File: src/rtl/ucode_pkg.sv
// Shared types and the default microprogram for the two-address microcode sequencer.
// No timing: types, constants and a constructor function only.
// No flow control lives here.
package ucode_pkg;

    localparam int unsigned UPC_W     = 3;
    localparam int unsigned CTRL_BITS = 4;
    localparam int unsigned ROM_DEPTH = 1 << UPC_W;
    localparam int unsigned COND_W    = 3;

    // Which datapath flag steers the A/B choice
    typedef enum logic [1:0] {
        COND_ALWAYS_A = 2'd0,
        COND_MAX      = 2'd1,
        COND_ZERO     = 2'd2,
        COND_DIR      = 2'd3
    } cond_sel_t;

    typedef enum logic {
        ST_IDLE = 1'b0,
        ST_RUN  = 1'b1
    } seq_state_t;

    // Control-line bits driven into the counter datapath
    localparam logic [CTRL_BITS-1:0] CTRL_NONE = 4'b0000;
    localparam logic [CTRL_BITS-1:0] CTRL_CLR  = 4'b0001;
    localparam logic [CTRL_BITS-1:0] CTRL_LOAD = 4'b0010;
    localparam logic [CTRL_BITS-1:0] CTRL_INC  = 4'b0100;
    localparam logic [CTRL_BITS-1:0] CTRL_FLAG = 4'b1000;

    typedef struct packed {
        logic                  halt;
        cond_sel_t             cond_sel;
        logic [UPC_W-1:0]      addr_a;
        logic [UPC_W-1:0]      addr_b;
        logic [CTRL_BITS-1:0]  ctrl;
    } microword_t;

    function automatic microword_t mw(input logic halt, input cond_sel_t sel,
                                      input logic [UPC_W-1:0] a, input logic [UPC_W-1:0] b,
                                      input logic [CTRL_BITS-1:0] ctrl);
        microword_t w;
        w.halt     = halt;
        w.cond_sel = sel;
        w.addr_a   = a;
        w.addr_b   = b;
        w.ctrl     = ctrl;
        return w;
    endfunction

    // Clear, load, then spin on INC at word 2 until count_max, flag and halt.
    // Words 4-7 are unreachable traps that halt immediately.
    localparam microword_t DEFAULT_PROG [ROM_DEPTH] = '{
        mw(1'b0, COND_ALWAYS_A, 3'd1, 3'd1, CTRL_CLR),
        mw(1'b0, COND_ALWAYS_A, 3'd2, 3'd2, CTRL_LOAD),
        mw(1'b0, COND_MAX,      3'd2, 3'd3, CTRL_INC),
        mw(1'b1, COND_ALWAYS_A, 3'd0, 3'd0, CTRL_FLAG),
        mw(1'b1, COND_ALWAYS_A, 3'd0, 3'd0, CTRL_NONE),
        mw(1'b1, COND_ALWAYS_A, 3'd0, 3'd0, CTRL_NONE),
        mw(1'b1, COND_ALWAYS_A, 3'd0, 3'd0, CTRL_NONE),
        mw(1'b1, COND_ALWAYS_A, 3'd0, 3'd0, CTRL_NONE)
    };

endpackage

File: src/rtl/ucode_rom.sv
// Microcode store: maps a micro-address to its microword.
// Zero latency (purely combinational lookup).
// No backpressure; always answers.
module ucode_rom
    import ucode_pkg::*;
(
    input  logic [UPC_W-1:0] upc,
    output microword_t       word
);

    // Table lookup into the constant default program
    always_comb begin
        word = DEFAULT_PROG[upc];
    end

endmodule

File: src/rtl/ucode_sequencer.sv
// Two-address microcode sequencer: uPC register, A/B next-address select, datapath control gating.
// One microword per cycle; start->first word one cycle; done/fault registered one cycle after retire.
// No backpressure or stalls; optional watchdog enabled by defining UCODE_WATCHDOG_EN.
module ucode_sequencer
    import ucode_pkg::*;
#(
    parameter int unsigned STATE_W    = UPC_W,
    parameter int unsigned CTRL_W     = CTRL_BITS,
    parameter int unsigned WDOG_LIMIT = 255
) (
    input  logic               clk,
    input  logic               reset_n,
    input  logic               start,
    input  logic               abort,
    input  logic [2:0]         cond_in,
    output logic [STATE_W-1:0] upc,
    output logic [CTRL_W-1:0]  ctrl_out,
    output logic               busy,
    output logic               done,
    output logic               fault
);

    seq_state_t       state_q, state_d;
    logic [UPC_W-1:0] upc_q, upc_d;
    logic             done_q, done_d;
    logic             fault_d;
    logic             wdog_trip;
    logic             cond_bit;
    logic [UPC_W-1:0] next_addr;
    microword_t       word;

    ucode_rom u_rom (
        .upc  (upc_q),
        .word (word)
    );

    // Pick the steering flag and form the two-way branch target
    always_comb begin
        cond_bit = 1'b0;
        case (word.cond_sel)
            COND_ALWAYS_A: cond_bit = 1'b0;
            COND_MAX:      cond_bit = cond_in[0];
            COND_ZERO:     cond_bit = cond_in[1];
            COND_DIR:      cond_bit = cond_in[2];
            default:       cond_bit = 1'b0;
        endcase
        next_addr = cond_bit ? word.addr_b : word.addr_a;
    end

    // Next state: abort beats everything, then start/halt/watchdog/advance
    always_comb begin
        state_d = state_q;
        upc_d   = upc_q;
        done_d  = 1'b0;
        fault_d = 1'b0;
        if (abort) begin
            state_d = ST_IDLE;
            upc_d   = '0;
        end else begin
            case (state_q)
                ST_IDLE: begin
                    if (start) begin
                        state_d = ST_RUN;
                        upc_d   = '0;
                    end
                end
                ST_RUN: begin
                    if (word.halt) begin
                        state_d = ST_IDLE;
                        upc_d   = '0;
                        done_d  = 1'b1;
                    end else if (wdog_trip) begin
                        state_d = ST_IDLE;
                        upc_d   = '0;
                        fault_d = 1'b1;
                    end else begin
                        upc_d = next_addr;
                    end
                end
                default: begin
                    state_d = ST_IDLE;
                    upc_d   = '0;
                end
            endcase
        end
    end

    // State, uPC and done pulse registers
    always_ff @(posedge clk or negedge reset_n) begin
        if (!reset_n) begin
            state_q <= ST_IDLE;
            upc_q   <= '0;
            done_q  <= 1'b0;
        end else begin
            state_q <= state_d;
            upc_q   <= upc_d;
            done_q  <= done_d;
        end
    end

`ifdef UCODE_WATCHDOG_EN
    logic [7:0] wdog_q;
    logic       fault_q;

    // RUN-cycle counter: zero on the first RUN cycle, +1 for each cycle that stays in RUN
    always_ff @(posedge clk or negedge reset_n) begin
        if (!reset_n) begin
            wdog_q  <= '0;
            fault_q <= 1'b0;
        end else begin
            fault_q <= fault_d;
            if (state_q == ST_RUN && state_d == ST_RUN) begin
                wdog_q <= wdog_q + 8'd1;
            end else begin
                wdog_q <= '0;
            end
        end
    end

    assign wdog_trip = (state_q == ST_RUN) && (wdog_q == 8'(WDOG_LIMIT));
    assign fault     = fault_q;
`else
    logic unused_wdog_cfg;

    // No watchdog: RUN may last forever and fault never fires
    assign unused_wdog_cfg = ^{8'(WDOG_LIMIT), fault_d};
    assign wdog_trip       = 1'b0;
    assign fault           = 1'b0;
`endif

    assign busy     = (state_q == ST_RUN);
    assign upc      = upc_q;
    assign ctrl_out = busy ? word.ctrl : '0;
    assign done     = done_q;

endmodule

File: config.mk
export PLATFORM = sky130hd
export DESIGN_NAME = ucode_sequencer
export DESIGN_NICKNAME = d
export VERILOG_FILES = /design/src/rtl/ucode_pkg.sv /design/src/rtl/ucode_rom.sv /design/src/rtl/ucode_sequencer.sv
export SDC_FILE = /design/constraint.sdc
export NUM_CORES = 1
export LEC_CHECK = 0
export ABC_AREA = 1
export BUFFER_PORTS_ARGS = -buffer_cell sky130_fd_sc_hd__buf_2
export CAP_MARGIN = 40
export CORE_AREA = 2 2 39 41
export DETAILED_ROUTE_END_ITERATION = 10
export DIE_AREA = 0 0 41 43
export GPL_TIMING_DRIVEN = 0
export PLACE_DENSITY = 0.51
export SYNTH_ARGS = -nofsm -noshare
export SYNTH_HDL_FRONTEND = slang
export SYNTH_SLANG_ARGS = --single-unit
File: constraint.sdc
create_clock -name clk -period 2.3 [get_ports clk]
set_input_delay 0.69 -clock clk [delete_from_list [all_inputs] [get_ports clk]]
set_output_delay 0.69 -clock clk [all_outputs]
set_load 0.01 [all_outputs]
==> impl_metrics.toml, run 1 <==
[worst_setup_path]
cp_slowest_cell = "dfrtp_1"
arrival_ps = 1190
critical_path_cell_count = 5
rr_worst_depth = 6
critPathCaptureType = "output pin"
crit_chain = "inv_1 > ha_1 > nand2_1 > inv_1 > buf_2"
crit_path_frequent_cell = "inv_1"
cp_top_family = "flip-flops"
critical_path_required_ps = 1610
cpPeakStageDelay_ps = 430
crit_path_start_kind = "register"
crit_type = "register to output pin"
critPathMaxFanout = 6
worstPathBufferInverterCount = 3

[final_layout]
utilization = 0.280
layoutNonFillerInstCount = 68
multi_input_area_sq_um = 140
fillerInstances = 159
nets = 65
area_delta_synth_final_pct = 37.8
drive_gt1_frac = 0.365
num_antenna_cells = 0
ff_latch_area_sq_um = 100
finalInstanceArea_sq_um = 388

[global_routing]
antenna_found_initial = 0
grt_overflow = 0
grt_pass1_wl_microns = 883
grt_pass1_vias = 235
grt_usage = 0.0788
grt_max_degree = 9

[synthesis]
synth_top_area_frac = 0.356
ys_seq_area_frac = 0.356
yosys_warnings = 0
syn_inst = 36
async_flop_share = 1.00
ys_types = 12
ys_top_cells_by_area = "dfrtp_1 (36%), ha_1 (18%), inv_1 (11%)"
ys_ff_latch = 4
synth.avg_cell_area_sq_um = 7.82
synth_edf_count = 0
synth_common_cells = "inv_1 (8), nand2_1 (8), dfrtp_1 (4), ha_1 (4), nand3_1 (4)"
synthesis.area_sq_um = 282
yosysTopAreaCell = "dfrtp_1"
yosys_most_used_dff = "dfrtp_1"

[route]
drc = 0
dr.pass1.iters = 4
wire_per_inst_microns = 7.60
avgViaCountPerCell = 3.85
drt_iter0_drc = 1
num_vias = 262
ant_nets = 0
routed_wl_microns = 517

[timing]
finalSetupTns_ps = 0
period_needed_ps = 1880
slew_viol_final = 0
clock_skew_ps = 4.41
timing.hold.ws_ps = 256
period_share = 0.816
rsz0062_at_grt = "false"
achievable-frequency_mhz = 533
setup_slack_ps = 423
hold_violations = 0
setup_viol = 0

[clocking]
cts-root-buf = "clkbuf_4"
clkSinkCount = 4
cts_buffers = 3
cts_setup_buffers = 0
cts_hold_buf = 0
clkTransAtPathRegs_ps = 40
clk_path_buf_depth = 2
clock_latency_ps = 230
cts_tree = "done"
cts_resized = 0
htreeDepth = 1

[pwr]
leakage_nw = 0.258
pwr-share-comb = 0.171
total_power_mw = 0.196
power_frac_clock = 0.422
seq_power_share = 0.407
p_int_mw = 0.147
peakVddDrop_mv = 0.305
p_sw_mw = 0.0489
power_density_nw_per_um2 = 505
p_sw_frac = 0.250

[floorplan]
start_util = 0.203
io-pin-count = 17
rows = 14
die_w_microns = 41
dieArea_sq_um = 1760
dieHeight_microns = 43
core_area_sq_um = 1380

[status]
status = "complete, no violations"

[place]
placed_cells = 65
place_area_sq_um = 365
port_buffers = 12
preCtsSetupSlack_ps = 652
dpl.hpwl_microns = 431
place_congestion = 0.656

[flow_run]
drv_cap = 0

[min_path]
hp-class = "input pin to async pin"
==> placed cells by master, fill, tap and decap left out <==
cell	synthesis	final
ha_1	4	4
clkbuf_4	0	3
dfrtp_1	4	4
nand3_1	4	4
nand2_1	8	8
buf_2	0	12
buf_4	2	2
inv_1	8	8
nor2_1	1	1
conb_1	1	2
nand3b_1	1	1
nor3_2	1	1
nor2_2	1	1
o21ai_1	1	1
==> kinds of logic (layout without fill, tap and decap cells) <==
kind of cell / after synthesis / count (layout) / share of synthesized area
buffers and inverters: 10 / 25 / 0.160
flip-flops: 4 / 4 / 0.356
AND/OR/NAND/NOR: 16 / 16 / 0.276
other: 1 / 2 / 0.0133
adder cells (fa/ha/maj): 4 / 4 / 0.178
AO/OA/AOI/OAI: 1 / 1 / 0.0178
==> path summary, 6_finish.rpt <==
kind,startpoint,endpoint,slack [ps]
max in group asynchronous,reset_n,busy$_DFF_PN0_,1920
hold / removal,reset_n,upc[0]$_DFFE_PN0P_,260
min in group clk,upc[1]$_DFFE_PN0P_,upc[1]$_DFFE_PN0P_,610
hold reg to reg,upc[1]$_DFFE_PN0P_,upc[1]$_DFFE_PN0P_,610
setup reg to reg,upc[0]$_DFFE_PN0P_,upc[0]$_DFFE_PN0P_,1210
setup / recovery,upc[0]$_DFFE_PN0P_,ctrl_out[2],420
==> power groups by stage <==
stage | clock network, mW | logic (mW) | registers (mW)
6_report | 0.0828 | 0.0334 | 0.0798
5_1_grt | 0.0965 | 0.0383 | 0.0809
4_1_cts | 0.0877 | 0.0338 | 0.0801
3_5_place_dp | 0 | 0.0338 | 0.0808
3_3_place_gp | 0 | 0.0333 | 0.0811
2_1_floorplan | 0 | 0.0190 | 0.0810
==> metal layers <==
metal	routed length (microns)	GRT usage	up-vias	part of all wire
met5	0	0	-	0
met4	0	0.0200	0	0
met3	56	0.0628	0	0.11
met2	215	0.100	13	0.42
met1	244	0.102	113	0.47
li1	-	-	136	-
==> flip-flops by register name, summed over array words and instances (netlist names) <==
name / cells
upc: 2
busy: 1
done: 1
==> worst reg2reg max path, stage by stage (launching register included) <==
cell and delay, ps:
dfrtp_1 430, inv_1 90, ha_1 220, nand2_1 70, nand2_1 40, nand2_1 60, o21ai_1 60
==> cell type report <==
cell class / instances / share of cell area
timing repair buffer: 12 / 0.155
tap: 16 / 0.0516
sequential: 4 / 0.258
clock buffer: 3 / 0.0581
multi-input combinational: 23 / 0.361
inverter: 8 / 0.0774
buffer: 2 / 0.0387
Power figures use the tool's default switching activity.
==> run 2: changes to the inputs <==
==> constraint.sdc (replaced) <==
create_clock -name clk -period 1.8 [get_ports clk]
set_input_delay 0.54 -clock clk [delete_from_list [all_inputs] [get_ports clk]]
set_output_delay 0.54 -clock clk [all_outputs]
set_load 0.01 [all_outputs]
==> run 2 against run 1 <==
Clock skew is essentially flat; combinational power grew 28%; flip-flop and latch count is the same; die area is the same; design area grew 0.32%; sequential power grew 28%; non-clock buffer count is the same; largest cell class unchanged; highest routed layer unchanged.
==> impl_metrics.toml, run 2 (same netlist as run 1, synthesis figures left out) <==
[floorplan]
core_area_sq_um = 1380
die_w_microns = 41
start_util = 0.203
dieArea_sq_um = 1760
dieHeight_microns = 43
io-pin-count = 17
rows = 14

[clocking]
htreeDepth = 1
cts_hold_buf = 0
cts_tree = "done"
clkTransAtPathRegs_ps = 40
clock_latency_ps = 230
cts_buffers = 3
clk_path_buf_depth = 2
cts-root-buf = "clkbuf_4"
clkSinkCount = 4

[place]
dpl.hpwl_microns = 431
place_congestion = 0.656
place_area_sq_um = 365
port_buffers = 12
placed_cells = 65

[final_layout]
final_cell_mix = "buf_2 (12), inv_1 (8), nand2_1 (8)"
nets = 65
multi_input_area_sq_um = 140
fillerInstances = 158
num_antenna_cells = 0
ff_latch_area_sq_um = 101
layoutNonFillerInstCount = 68
utilization = 0.281
final_common_cell = "buf_2"
largest_reg_flops = 2
finalInstanceArea_sq_um = 389
drive_gt1_frac = 0.385
area_delta_synth_final_pct = 38.2

[global_routing]
grt_pass1_wl_microns = 883
grt_overflow = 0
grt_pass1_vias = 235
antenna_found_initial = 0
grt_usage = 0.0788
grt_max_degree = 9

[worst_setup_path]
crit_type = "register to output pin"
rr_worst_depth = 6
critPathCaptureType = "output pin"
critPathMaxFanout = 6
crit_path_start_kind = "register"
critical_path_required_ps = 1260
cp_slowest_cell = "dfrtp_2"
crit_chain = "ha_1 > nand2_1 > inv_1 > buf_2"
arrival_ps = 1150
cpPeakStageDelay_ps = 430

[timing]
hold_violations = 0
finalSetupTns_ps = 0
slew_viol_final = 0
rsz0062_at_grt = "false"
achievable-frequency_mhz = 592
period_share = 0.938
clock_skew_ps = 4.41
period_needed_ps = 1690
setup_viol = 0

[route]
routed_wl_microns = 517
ant_nets = 0
wire_per_inst_microns = 7.60
avgViaCountPerCell = 3.85
num_vias = 262
dr.pass1.iters = 4
drt_iter0_drc = 1
drc = 0

[pwr]
peakVddDrop_mv = 0.388
leakage_nw = 0.257
power_density_nw_per_um2 = 644

[status]
status = "complete, no violations"

[min_path]
hp-class = "input pin to async pin"

[flow_run]
drv_cap = 0
-- run 2: changes by cell type in the layout (fill, tap and decap cells not counted) --
cell	previous run	this run
dfrtp_1	4	3
dfrtp_2	0	1
-- run 2: critical path, delay by kind of cell, from the launching register on --
kind	cells	cell delay, ps
adder cells (fa/ha/maj)	1	210
flip-flops	1	430
buffers and inverters	2	190
AND/OR/NAND/NOR	1	80
-- run 2: report_power, final --
part | switching [mW] | internal [mW] | leakage [nW]
clock network | 0.0316 | 0.0742 | 0.0138
registers | 0.00742 | 0.0949 | 0.0522
logic | 0.0235 | 0.0192 | 0.191
-- run 2: worst paths after layout --
check,to,from,slack (ps)
worst max-delay path,ctrl_out[3],upc[0]$_DFFE_PN0P_,110
worst min-delay path,upc[1]$_DFFE_PN0P_,reset_n,110
worst max register to register,upc[0]$_DFFE_PN0P_,upc[0]$_DFFE_PN0P_,740
worst min register to register,upc[1]$_DFFE_PN0P_,upc[1]$_DFFE_PN0P_,610
max in group asynchronous,upc[0]$_DFFE_PN0P_,reset_n,1570
min in group clk,busy$_DFF_PN0_,abort,500
-- run 2: stage by stage --
step	hold WS, ps	total power, mW	worst slack (ps)
final	106	0.251	111
after global routing	93.7	0.276	9.01
after CTS	99.1	0.258	47.5
after detailed placement	348	0.146	302
after global placement	345	0.146	290
after floorplan	244	0.128	403
-- run 2: final cells by class --
type                       instances  share of cell area
tap                               16              0.0514
sequential                         4               0.260
timing repair buffer              12               0.154
multi-input combinational         23               0.360
buffer                             2              0.0386
clock buffer                       3              0.0579
inverter                           8              0.0772
-- run 2: metal layers --
| layer | global-route usage | vias to the layer above | share of wire |
|---|---|---|---|
| met5 | 0 | - | 0 |
| met4 | 0.0200 | 0 | 0 |
| met3 | 0.0628 | 0 | 0.11 |
| met2 | 0.100 | 13 | 0.42 |
| met1 | 0.102 | 113 | 0.47 |
| li1 | - | 136 | - |
-- run 2: repair_timing --
item                       in CTS  in global routing
setup buffers                   0                  0
setup endpoints to repair       0                  3
resized for setup               0                  1
==> run 3: changes to the inputs <==
--- a/config.mk
+++ b/config.mk
@@ -5,14 +5,13 @@
 export SDC_FILE = /design/constraint.sdc
 export NUM_CORES = 1
 export LEC_CHECK = 0
-export ABC_AREA = 1
 export BUFFER_PORTS_ARGS = -buffer_cell sky130_fd_sc_hd__buf_2
 export CAP_MARGIN = 40
 export CORE_AREA = 2 2 39 41
 export DETAILED_ROUTE_END_ITERATION = 10
 export DIE_AREA = 0 0 41 43
 export GPL_TIMING_DRIVEN = 0
-export PLACE_DENSITY = 0.51
+export PLACE_DENSITY = 0.5
 export SYNTH_ARGS = -nofsm -noshare
 export SYNTH_HDL_FRONTEND = slang
 export SYNTH_SLANG_ARGS = --single-unit
==> run 3 against run 2 <==
Clock skew hardly changed; worst hold slack worse by 12 ps; worst setup slack worse by 37 ps; die area stayed put; non-clock buffer count stayed put; critical path depth unchanged; flip-flop and latch count unchanged; critical path type unchanged; largest cell class unchanged; highest routed layer is now met4; wire length down 4.6%; largest power group unchanged.
==> impl_metrics.toml, run 3 <==
[timing]
rsz0062_at_grt = "false"
slew_viol_final = 0
clock_skew_ps = 3.93
achievable-frequency_mhz = 579
period_share = 0.959
setup_slack_ps = 73.7
setup_viol = 0
period_needed_ps = 1730
hold_violations = 0
finalSetupTns_ps = 0
timing.hold.ws_ps = 94.1

[route]
avgViaCountPerCell = 3.78
dr.pass1.iters = 4
num_vias = 227
drc = 0
wire_per_inst_microns = 8.22
drt_iter0_drc = 4
routed_wl_microns = 493
ant_nets = 0

[final_layout]
fillerInstances = 154
final_common_cell = "buf_2"
largest_reg_flops = 2
nets = 57
finalInstanceArea_sq_um = 377
drive_gt1_frac = 0.432
area_delta_synth_final_pct = 39.4
final_cell_mix = "buf_2 (12), and2_1 (4), ha_1 (4), dfrtp_1 (4), clkbuf_4 (3)"
num_antenna_cells = 0

[global_routing]
antenna_found_initial = 0
grt_max_degree = 11
grt_pass1_wl_microns = 779
grt_pass1_vias = 194
grt_overflow = 0
grt_usage = 0.0745

[min_path]
hp-class = "input pin to async pin"

[synthesis]
yosysTopAreaCell = "dfrtp_1"
async_flop_share = 1.00
ys_ff_latch = 4
yosys_warnings = 0
synth_top_area_frac = 0.370
synth_edf_count = 0
ys_seq_area_frac = 0.370
yosys_most_used_dff = "dfrtp_1"
ys_top_cells_by_area = "dfrtp_1 (37%), ha_1 (19%), and2_1 (9.3%)"
ys_types = 15
synth_common_cells = "and2_1 (4), dfrtp_1 (4), ha_1 (4)"
syn_inst = 28
synthesis.area_sq_um = 270
synth.avg_cell_area_sq_um = 9.65

[worst_setup_path]
critical_path_required_ps = 1260
critPathCaptureType = "output pin"
arrival_ps = 1190
cpPeakStageDelay_ps = 400
crit_chain = "inv_2 > ha_1 > and2_1 > buf_2"
rr_worst_depth = 5
r2r_start = "upc[0]$_DFFE_PN0P_"
cp_top_family = "flip-flops"
cp_slowest_cell = "dfrtp_1"
worstReg2RegEnd = "upc[0]$_DFFE_PN0P_"
reg2reg_slack_ps = 640
crit_path_start_kind = "register"
worstPathBufferInverterCount = 2
crit_type = "register to output pin"
critPathMaxFanout = 4

[flow_run]
drv_cap = 0

[pwr]
peakVddDrop_mv = 0.325
power_density_nw_per_um2 = 676
p_sw_frac = 0.259
pwr-share-comb = 0.159
p_sw_mw = 0.0659
total_power_mw = 0.255
leakage_nw = 0.215
seq_power_share = 0.399
p_int_mw = 0.189
power_frac_clock = 0.442

[place]
place_congestion = 0.747
dpl.hpwl_microns = 395
port_buffers = 12
place_area_sq_um = 354
preCtsSetupSlack_ps = 293

[clocking]
cts_tree = "done"
htreeDepth = 1
clkTransAtPathRegs_ps = 40
cts_setup_buffers = 0
cts_buffers = 3
clkSinkCount = 4
cts_hold_buf = 0
cts-root-buf = "clkbuf_4"
clk_path_buf_depth = 2
clock_latency_ps = 240

[status]
status = "complete, no violations"

[floorplan]
dieHeight_microns = 43
dieArea_sq_um = 1760
die_w_microns = 41
rows = 14
io-pin-count = 17
core_area_sq_um = 1380
start_util = 0.195
-- run 3: changes by cell type in the layout (fill, tap and decap cells not counted), moves of 2 or more --
cell / before / now
nand3_1: 4 / 0
inv_2: 0 / 2
and2_1: 0 / 4
nand2_1: 8 / 1
nand2b_1: 0 / 2
a21oi_1: 0 / 2
inv_1: 8 / 0
-- run 3: cells by family after synthesis --
| group | count (synthesis) | synth area share |
|---|---|---|
| flip-flops | 4 | 0.370 |
| adder cells (fa/ha/maj) | 4 | 0.185 |
| AO/OA/AOI/OAI | 3 | 0.0648 |
| other | 1 | 0.0139 |
| buffers and inverters | 4 | 0.0833 |
| multiplexers | 1 | 0.0370 |
| AND/OR/NAND/NOR | 11 | 0.245 |
-- run 3: area by class of cell --
type                       instances  area, sq um  area share
buffer                             2         15.0      0.0399
timing repair buffer              12         60.1       0.159
tap                               16         20.0      0.0532
sequential                         4          100       0.266
clock buffer                       3         22.5      0.0598
multi-input combinational         21          151       0.402
inverter                           2         7.51      0.0199
-- run 3: metal layers --
metal / vias up / routed length, microns / global-route usage
li1: 121 / - / -
met1: 92 / 215 / 0.0812
met2: 12 / 209 / 0.0875
met3: 2 / 56 / 0.0628
met4: 0 / 12 / 0.0600
met5: - / 0 / 0
-- run 3: power by group through the flow --
stage / registers, mW / logic (mW) / clock network [mW]
floorplan: 0.103 / 0.0218 / 0
global placement: 0.103 / 0.0404 / 0
detailed placement: 0.103 / 0.0409 / 0
CTS: 0.102 / 0.0410 / 0.120
global route: 0.103 / 0.0466 / 0.130
finish: 0.102 / 0.0404 / 0.113
-- run 3: stage by stage --
step           utilization  instances
2_1_floorplan            -         29
3_3_place_gp         0.256         57
3_5_place_dp         0.256         57
4_1_cts              0.272         60
5_1_grt              0.272         60
6_report             0.272         60
-- run 3: worst max path at each step --
stage | from | end | cells after the start
4_1_cts | upc[0]$_DFFE_PN0P_ | ctrl_out[0] | 4
2_1_floorplan | upc[0]$_DFFE_PN0P_ | ctrl_out[0] | 3
6_report | upc[0]$_DFFE_PN0P_ | ctrl_out[0] | 4
3_5_place_dp | upc[0]$_DFFE_PN0P_ | ctrl_out[0] | 4
3_3_place_gp | upc[0]$_DFFE_PN0P_ | ctrl_out[0] | 4
5_1_grt | upc[0]$_DFFE_PN0P_ | ctrl_out[0] | 4
-- run 3: timing repair --
action,CTS,global route
gates resized for setup,0,2
endpoints found under the setup margin,0,2
hold endpoints to repair,0,0
-- run 3: worst reg2reg max path: stages, from the launching register on --
cell and delay, ps:
dfrtp_1 400, inv_2 70, ha_1 200, nand2_1 80
mux2i_1 220, o31ai_1 80
